<file path="src/rtl/control_word_executor.sv">
`default_nettype none
// +----------------------------------------------------------------------------+
// | Module      : control_word_executor                                        |
// | Description : Executes one 13-bit control word per transaction: reads two  |
// |               operands from a 4-entry register file, runs the ALU, then     |
// |               writes back register / FLAGS {N,V,C,Z} / DOUT and pulses DONE.|
// | Options     : CWE_SATURATE_EN - signed saturation on ADD/SUB overflow.     |
// | Revision    : 1.0 - initial release                                        |
// +----------------------------------------------------------------------------+
module control_word_executor #(
  parameter int DATA_W = 8
) (
  input  logic              CLK_MASTER,
  input  logic              RST_MASTER_N,
  input  logic [12:0]       CW,
  input  logic              CW_VALID,
  output logic              CW_READY,
  input  logic [DATA_W-1:0] DIN,
  output logic [DATA_W-1:0] DOUT,
  output logic [3:0]        FLAGS,
  output logic              DONE
);

  localparam int MSB = DATA_W - 1;

  localparam logic [2:0] OP_PASS = 3'b000;
  localparam logic [2:0] OP_ADD  = 3'b001;
  localparam logic [2:0] OP_SUB  = 3'b010;
  localparam logic [2:0] OP_AND  = 3'b011;
  localparam logic [2:0] OP_OR   = 3'b100;
  localparam logic [2:0] OP_XOR  = 3'b101;
  localparam logic [2:0] OP_SHL  = 3'b110;
  localparam logic [2:0] OP_NOT  = 3'b111;

`ifdef CWE_SATURATE_EN
  localparam logic [DATA_W-1:0] SAT_POS = {1'b0, {(DATA_W-1){1'b1}}};
  localparam logic [DATA_W-1:0] SAT_NEG = {1'b1, {(DATA_W-1){1'b0}}};
`endif

  typedef enum logic [1:0] {
    S_IDLE = 2'd0,
    S_READ = 2'd1,
    S_EXEC = 2'd2,
    S_WB   = 2'd3
  } state_t;

  state_t            state_q, state_d;
  logic [12:0]       cw_q, cw_d;
  logic [DATA_W-1:0] din_q, din_d;
  logic [DATA_W-1:0] a_q, a_d;
  logic [DATA_W-1:0] b_q, b_d;
  logic [DATA_W-1:0] res_q, res_d;
  logic [3:0]        nflags_q, nflags_d;
  logic [DATA_W-1:0] dout_q, dout_d;
  logic [3:0]        flags_q, flags_d;
  logic              done_q, done_d;
  logic [DATA_W-1:0] regs_q [4];
  logic [DATA_W-1:0] regs_d [4];

  // Captured control-word fields; the live CW input is never used past capture.
  logic       we, use_din, flags_en, out_en;
  logic [1:0] dst, srca, srcb;
  logic [2:0] aluop;
  assign we       = cw_q[12];
  assign dst      = cw_q[11:10];
  assign srca     = cw_q[9:8];
  assign srcb     = cw_q[7:6];
  assign aluop    = cw_q[5:3];
  assign use_din  = cw_q[2];
  assign flags_en = cw_q[1];
  assign out_en   = cw_q[0];

  logic [DATA_W:0]   sum, diff;
  logic [DATA_W-1:0] alu_res, exec_res;
  logic              alu_c, alu_v, exec_c, exec_v;
  logic [3:0]        exec_flags;

  // ALU on the latched operands, result selection and flag generation.
  always_comb begin
    sum     = {1'b0, a_q} + {1'b0, b_q};
    diff    = {1'b0, a_q} - {1'b0, b_q};
    alu_res = a_q;
    alu_c   = 1'b0;
    alu_v   = 1'b0;
    case (aluop)
      OP_PASS: alu_res = a_q;
      OP_ADD: begin
        alu_res = sum[DATA_W-1:0];
        alu_c   = sum[DATA_W];
        alu_v   = (a_q[MSB] == b_q[MSB]) && (sum[MSB] != a_q[MSB]);
      end
      OP_SUB: begin
        // Carry is the inverse of borrow, so C=1 means A >= B unsigned.
        alu_res = diff[DATA_W-1:0];
        alu_c   = ~diff[DATA_W];
        alu_v   = (a_q[MSB] != b_q[MSB]) && (diff[MSB] != a_q[MSB]);
      end
      OP_AND:  alu_res = a_q & b_q;
      OP_OR:   alu_res = a_q | b_q;
      OP_XOR:  alu_res = a_q ^ b_q;
      OP_SHL: begin
        alu_res = {a_q[MSB-1:0], 1'b0};
        alu_c   = a_q[MSB];
      end
      OP_NOT:  alu_res = ~a_q;
    endcase
`ifdef CWE_SATURATE_EN
    // Overflow direction always follows the sign of A for both ADD and SUB.
    if (((aluop == OP_ADD) || (aluop == OP_SUB)) && alu_v)
      alu_res = a_q[MSB] ? SAT_NEG : SAT_POS;
`endif
    if (use_din) begin
      exec_res = din_q;
      exec_c   = 1'b0;
      exec_v   = 1'b0;
    end else begin
      exec_res = alu_res;
      exec_c   = alu_c;
      exec_v   = alu_v;
    end
    exec_flags = {exec_res[MSB], exec_v, exec_c, (exec_res == '0)};
  end

  // Sequencer and datapath next-state: capture, read, execute, write back.
  always_comb begin
    state_d  = state_q;
    cw_d     = cw_q;
    din_d    = din_q;
    a_d      = a_q;
    b_d      = b_q;
    res_d    = res_q;
    nflags_d = nflags_q;
    regs_d   = regs_q;
    dout_d   = dout_q;
    flags_d  = flags_q;
    done_d   = 1'b0;
    CW_READY = 1'b0;
    case (state_q)
      S_IDLE: begin
        CW_READY = 1'b1;
        if (CW_VALID) begin
          cw_d    = CW;
          din_d   = DIN;
          state_d = S_READ;
        end
      end
      S_READ: begin
        a_d     = regs_q[srca];
        b_d     = regs_q[srcb];
        state_d = S_EXEC;
      end
      S_EXEC: begin
        res_d    = exec_res;
        nflags_d = exec_flags;
        state_d  = S_WB;
      end
      S_WB: begin
        if (we)       regs_d[dst] = res_q;
        if (flags_en) flags_d     = nflags_q;
        if (out_en)   dout_d      = res_q;
        done_d  = 1'b1;
        state_d = S_IDLE;
      end
    endcase
  end

  // State and datapath registers; reset discards any in-flight word.
  always_ff @(posedge CLK_MASTER or negedge RST_MASTER_N) begin
    if (!RST_MASTER_N) begin
      state_q  <= S_IDLE;
      cw_q     <= '0;
      din_q    <= '0;
      a_q      <= '0;
      b_q      <= '0;
      res_q    <= '0;
      nflags_q <= '0;
      dout_q   <= '0;
      flags_q  <= '0;
      done_q   <= 1'b0;
      for (int i = 0; i < 4; i++) regs_q[i] <= '0;
    end else begin
      state_q  <= state_d;
      cw_q     <= cw_d;
      din_q    <= din_d;
      a_q      <= a_d;
      b_q      <= b_d;
      res_q    <= res_d;
      nflags_q <= nflags_d;
      dout_q   <= dout_d;
      flags_q  <= flags_d;
      done_q   <= done_d;
      for (int i = 0; i < 4; i++) regs_q[i] <= regs_d[i];
    end
  end

  assign DOUT  = dout_q;
  assign FLAGS = flags_q;
  assign DONE  = done_q;

endmodule
`default_nettype wire

</file>
<file path="config.mk">
export PLATFORM = sky130hd
export DESIGN_NAME = control_word_executor
export DESIGN_NICKNAME = d
export VERILOG_FILES = /design/src/rtl/control_word_executor.sv
export SDC_FILE = /design/constraint.sdc
export NUM_CORES = 1
export LEC_CHECK = 0
export BUFFER_PORTS_ARGS = -buffer_cell sky130_fd_sc_hd__buf_2
export CORE_MARGIN = 2
export CORE_UTILIZATION = 49
export CTS_CLUSTER_DIAMETER = 120
export CTS_CLUSTER_SIZE = 10
export DETAILED_ROUTE_END_ITERATION = 10
export PLACE_DENSITY = 0.67
export SYNTH_ARGS = -nofsm -noshare
export SYNTH_HDL_FRONTEND = slang
export SYNTH_SLANG_ARGS = --single-unit
</file>
<file path="constraint.sdc">
create_clock -name CLK_MASTER -period 3.1 [get_ports CLK_MASTER]
set_input_delay 0 -clock CLK_MASTER [delete_from_list [all_inputs] [get_ports CLK_MASTER]]
set_output_delay 0 -clock CLK_MASTER [all_outputs]
set_load 0.005 [all_outputs]
</file>
# == Word level (Yosys, flattened, before mapping) ==
# Cells that the tools add are included.
# totals
reg_bits,96
in_bits,24
output_inout_bits,14
elab_cells,72
# classes
addsub,2
n_lt_le_gt_ge,4
eq_ne,15
muxes,19
bitwise,8
n_reduce_logical,10
# ops
op,count
$pmux W8 S8,1
$mux W8,6
$bmux W8 S2,2
$bwmux W32,1
$demux W8 S2,1
$eq A3 B3 Y1 const B,4
$add A8 B8 Y9,1
$ge A3 B3 Y1 const B,3
$not A2 Y3,3
$sub A8 B8 Y9,1
$and A8 B8 Y8,1
$logic_not A8 Y1,1
$not A8 Y8,1
$or A8 B8 Y8,1
$pmux W2 S4,1
$reduce_and A2 Y1,4
$xor A8 B8 Y8,1
$eq A3 B2 Y1 const B,2
$eq A2 B2 Y1 const B,2
$mux W1,4
$eq A3 B1 Y1 const B,1
$logic_and A1 B1 Y1,3
$logic_not A3 Y1,1
$lt A3 B1 Y1 const B,1
9 further kinds,11

# == Logic depth before layout (Yosys ltp) ==
# logic_depth
ltp_word,6
depth_mapped,10
mapped_depth_nobuf,10

# == Worst setup path before layout ==
# OpenSTA, ideal clock, no wires.
# synth_timing
path_type,register to register
startpoint,register a_q[1]
endpoint,register res_q[7]
setup_time_ns,0.125
arrival_ns,2.302
slack_ns,0.673
stages_incl_launch_ff,10
cell_sequence,dfrtp_1 -> inv_1 -> ha_1 -> a211oi_1 -> nor2_1 -> a2111oi_0 -> nor4_1 -> a311oi_1 -> a221oi_2 -> mux2_2
# synth_between
elab_chain_cells,3
elab_cells_between_ends,4
cone_classes,add/sub: 2; mux: 2
# synth_lines
item,line,text
start: declaration,50,"logic [DATA_W-1:0] a_q, a_d;"
start signal: assignment,173,a_q <= '0;
start signal: assignment,185,a_q <= a_d;
$sub A8 B8 Y9 / $add A8 B8 Y9 (equally long branches),"81, 80",
$pmux W8 S8 (*),85,case (aluop)
$mux W8 (*),112,if (use_din) begin
end signal: assignment,187,res_q <= res_d;
end: declaration,52,"logic [DATA_W-1:0] res_q, res_d;"
# Every way passes the cells marked *; elsewhere a longest branch is shown, timed or not.
# A chain may end at the register's enable or synchronous reset.

# == Worst setup path in the final report ==
# Same ends and word-level chain as after synthesis.

==> flow_metrics.env <==
export IMPL_crit_arrival_ns=3.08
export IMPL_totalPowerFinal_mw=6.79
export IMPL_grt_pass1_vias=4071
export IMPL_cts_sinks=95
export IMPL_root_buffer="clkbuf_8"
export IMPL_ys_types=61
export IMPL_ant_nets=0
export IMPL_synth_top_area_cell="dfrtp_1"
export IMPL_worst_pin_slew_ns=0.920
export IMPL_netlist_area_sq_um=5450
export IMPL_portBuffers=37
export IMPL_grt_max_degree=37
export IMPL_wl_mm=12.5
export IMPL_num_vias=4025
export IMPL_nets=608
export IMPL_place_area_sq_um=5770
export IMPL_syn_avg_cell_area_sq_um=11.0
export IMPL_hold_slack_ns=0.0714
export IMPL_gr_total_overflow=0
export IMPL_h_tree_depth=3
export IMPL_drt_initial_drc_count=164
export IMPL_status="finished, final reports clean"
export IMPL_regToRegStartpoint="a_q[1]$_DFFE_PN0N_"
export IMPL_synth_top_cell_area_share_pct=43.6
export IMPL_finalSetupViolCount=0
export IMPL_ff_latch_area_sq_um=2380
export IMPL_fmax_ghz=0.356
export IMPL_fp_dieArea_sq_um=12000
export IMPL_die_w_microns=109
export IMPL_drc_errors=0
export IMPL_multi_input_area_sq_um=2840
export IMPL_fillers=927
export IMPL_cap_violations=0
export IMPL_reg2reg_depth=9
export IMPL_cpMaxStageDelayCell="dfrtp_1"
export IMPL_die_y_microns=109
export IMPL_synth_warnings=0
export IMPL_endpoint_kind="register"
export IMPL_slew_viol_final=0
export IMPL_dp_cells=660
export IMPL_cts_buffers=9
export IMPL_antenna_found_initial=0
export IMPL_yosysSeqAreaShare_pct=43.6
export IMPL_io_pin_count=38
export IMPL_final_cell_mix="95 x dfrtp_1, 64 x mux2_2, 49 x nand2_1, 38 x o21ai_0, 36 x buf_2"
export IMPL_rsz0062_at_grt="false"
export IMPL_required_ns=3.37
export IMPL_vdd_ir_drop_max_uv=632
export IMPL_synth_edf_count=0
export IMPL_cts_tree="built"
export IMPL_layout_drive_gt1_share_pct=27.2
export IMPL_finalSetupTns_ns=0
export IMPL_min_period_ns=2.81
export IMPL_initial_utilization_pct=50.3
export IMPL_dpl_hpwl_mm=9.26
export IMPL_track_usage_pct=23.0
export IMPL_diodes=0
export IMPL_grt_pass1_wl_mm=21.0
export IMPL_worst_setup_path_type="register to register"
export IMPL_final_common_cell="dfrtp_1"
export IMPL_synth_seq_cells=95
export IMPL_finClkSkew_ns=0.0175
export IMPL_slew_headroom_pct=38.7
export IMPL_area_growth_synth_to_final_pct=14.6
export IMPL_synth_ff_type="dfrtp_1"
export IMPL_slowest_delay_ns=0.49
export IMPL_fin_cells=699
export IMPL_cts_clk_slew_worst_paths_ns=0.10
export IMPL_synthesis_nets=550
export IMPL_startpoint_type="register"
export IMPL_reg2reg_to="res_q[7]$_DFFE_PN0P_"
export IMPL_r2r_slack_ns=0.29
export IMPL_syn_inst=496
export IMPL_dr_pass1_iters=5
export IMPL_post_route_period_util_pct=90.7
export IMPL_coreArea_sq_um=10800
export IMPL_rows=38
export IMPL_fin_area_sq_um=6240
export IMPL_p_per_area_nw_per_um2=1090
export IMPL_final_hold_viol_count=0
export IMPL_insertion_delay_ns=0.37
export IMPL_critPathMaxFanout=7
export IMPL_cts_buffer_depth=2
export IMPL_power_leakage_nw=2.75
export IMPL_wl_per_cell_microns=17.9
export IMPL_synth_area_top_cells="dfrtp_1 44%, mux2_2 13%, mux4_2 6.6%, ha_1 6.4%, o21ai_0 3.5%"
export IMPL_gp_congestion=0.927
export IMPL_path_cells="inv_1, ha_1, a211oi_1, nor2_1, a2111oi_1, nor4_1, a311oi_1, a221oi_2, mux2_2"
export IMPL_async_flop_share_pct=100
export IMPL_post_drt_via_cell_ratio=5.76
export IMPL_hp_class="input port to asynchronous set/reset pin"
how the worst max path moves through the flow:
stage,from,end,slack (ns),cells past startpoint
after floorplan,a_q[1]$_DFFE_PN0N_,res_q[7]$_DFFE_PN0P_,0.67,9
after global placement,a_q[1]$_DFFE_PN0N_,res_q[7]$_DFFE_PN0P_,0.31,9
after detailed placement,a_q[1]$_DFFE_PN0N_,res_q[7]$_DFFE_PN0P_,0.27,9
after CTS,a_q[1]$_DFFE_PN0N_,res_q[7]$_DFFE_PN0P_,0.26,9
after global routing,a_q[1]$_DFFE_PN0N_,res_q[7]$_DFFE_PN0P_,0.05,9
final,a_q[1]$_DFFE_PN0N_,res_q[7]$_DFFE_PN0P_,0.29,9
flip-flops by register name, indices dropped and copies added, names as in the netlist:
signal    count
regs_q       32
FLAGS         4
res_q         8
DONE          1
din_q         8
b_q           8
state_q       2
nflags_q      3
DOUT          8
a_q           8
cw_q         13
final cells by class:
type	count	share of cell area (%)
multi-input combinational	346	45.4
sequential	95	38.1
timing repair buffer	70	7.89
tap	140	2.81
clock buffer	9	1.98
inverter	32	1.92
clock inverter	7	1.90
timing repair:
| item | in CTS | in global routing |
|---|---|---|
| buffers inserted | 0 | 0 |
| hold buffers | 23 | 0 |
| endpoints found under the hold margin | 99 | 0 |
| gates resized for setup | 0 | 1 |
| setup endpoints to repair | 0 | 2 |
synthesized netlist by cell type (all sizes together), types with 4 or more instances:
library cell and number:
nand2 49, xnor2 4, a221oi 7, nor3 9, nor2 36, nor2b 5, mux2 64, a22oi 4
nand2b 5, mux4 16, o21a 4, ha 28, a21oi 16, mux2i 6, buf 13, inv 32
dfrtp 95, o21ai 38, clkbuf 10, a211oi 6, a31oi 6, nand3 4
report_power, final:
part | switching [mW] | leakage [nW] | internal, mW | total [mW]
combinational | 1.73 | 1.45 | 1.65 | 3.37
clock | 0.437 | 0.121 | 0.538 | 0.975
sequential | 0.635 | 1.18 | 1.81 | 2.44
total | 2.80 | 2.75 | 3.99 | 6.79
cell families after synthesis:
logic type | synth area share, %
muxes | 20.9
and+or+nand+nor | 9.30
adders and majority gates | 7.16
buffers and inverters | 4.36
AOI/OAI and AO/OA | 14.0
xor gates and xnor gates | 0.643
DFF | 43.6
through the flow:
stage	utilization [%]	setup WS [ns]
after global routing	57.6	0.0452
after CTS	57.6	0.255
final	57.6	0.287
after floorplan	-	0.673
after detailed placement	53.2	0.273
after global placement	53.2	0.310
worst max-delay path, delay by kind of cell (launching register included):
family / cells / cell delay (ns)
AO/OA/AOI/OAI: 4 / 1.15
adder cells (fa/ha/maj): 1 / 0.38
buffers and inverters: 1 / 0.15
flip-flops: 1 / 0.49
multiplexers: 1 / 0.31
AND/OR/NAND/NOR: 2 / 0.23
metal layers:
layer | share of wire (%) | vias up | global-route usage, %
met5 | 0 | - | 0
met4 | 2.8 | 0 | 9.95
met3 | 3.6 | 27 | 3.08
met2 | 48 | 100 | 36.2
met1 | 46 | 1981 | 32.0
li1 | - | 1917 | -
Note: power is estimated with default switching activity, not from simulation.
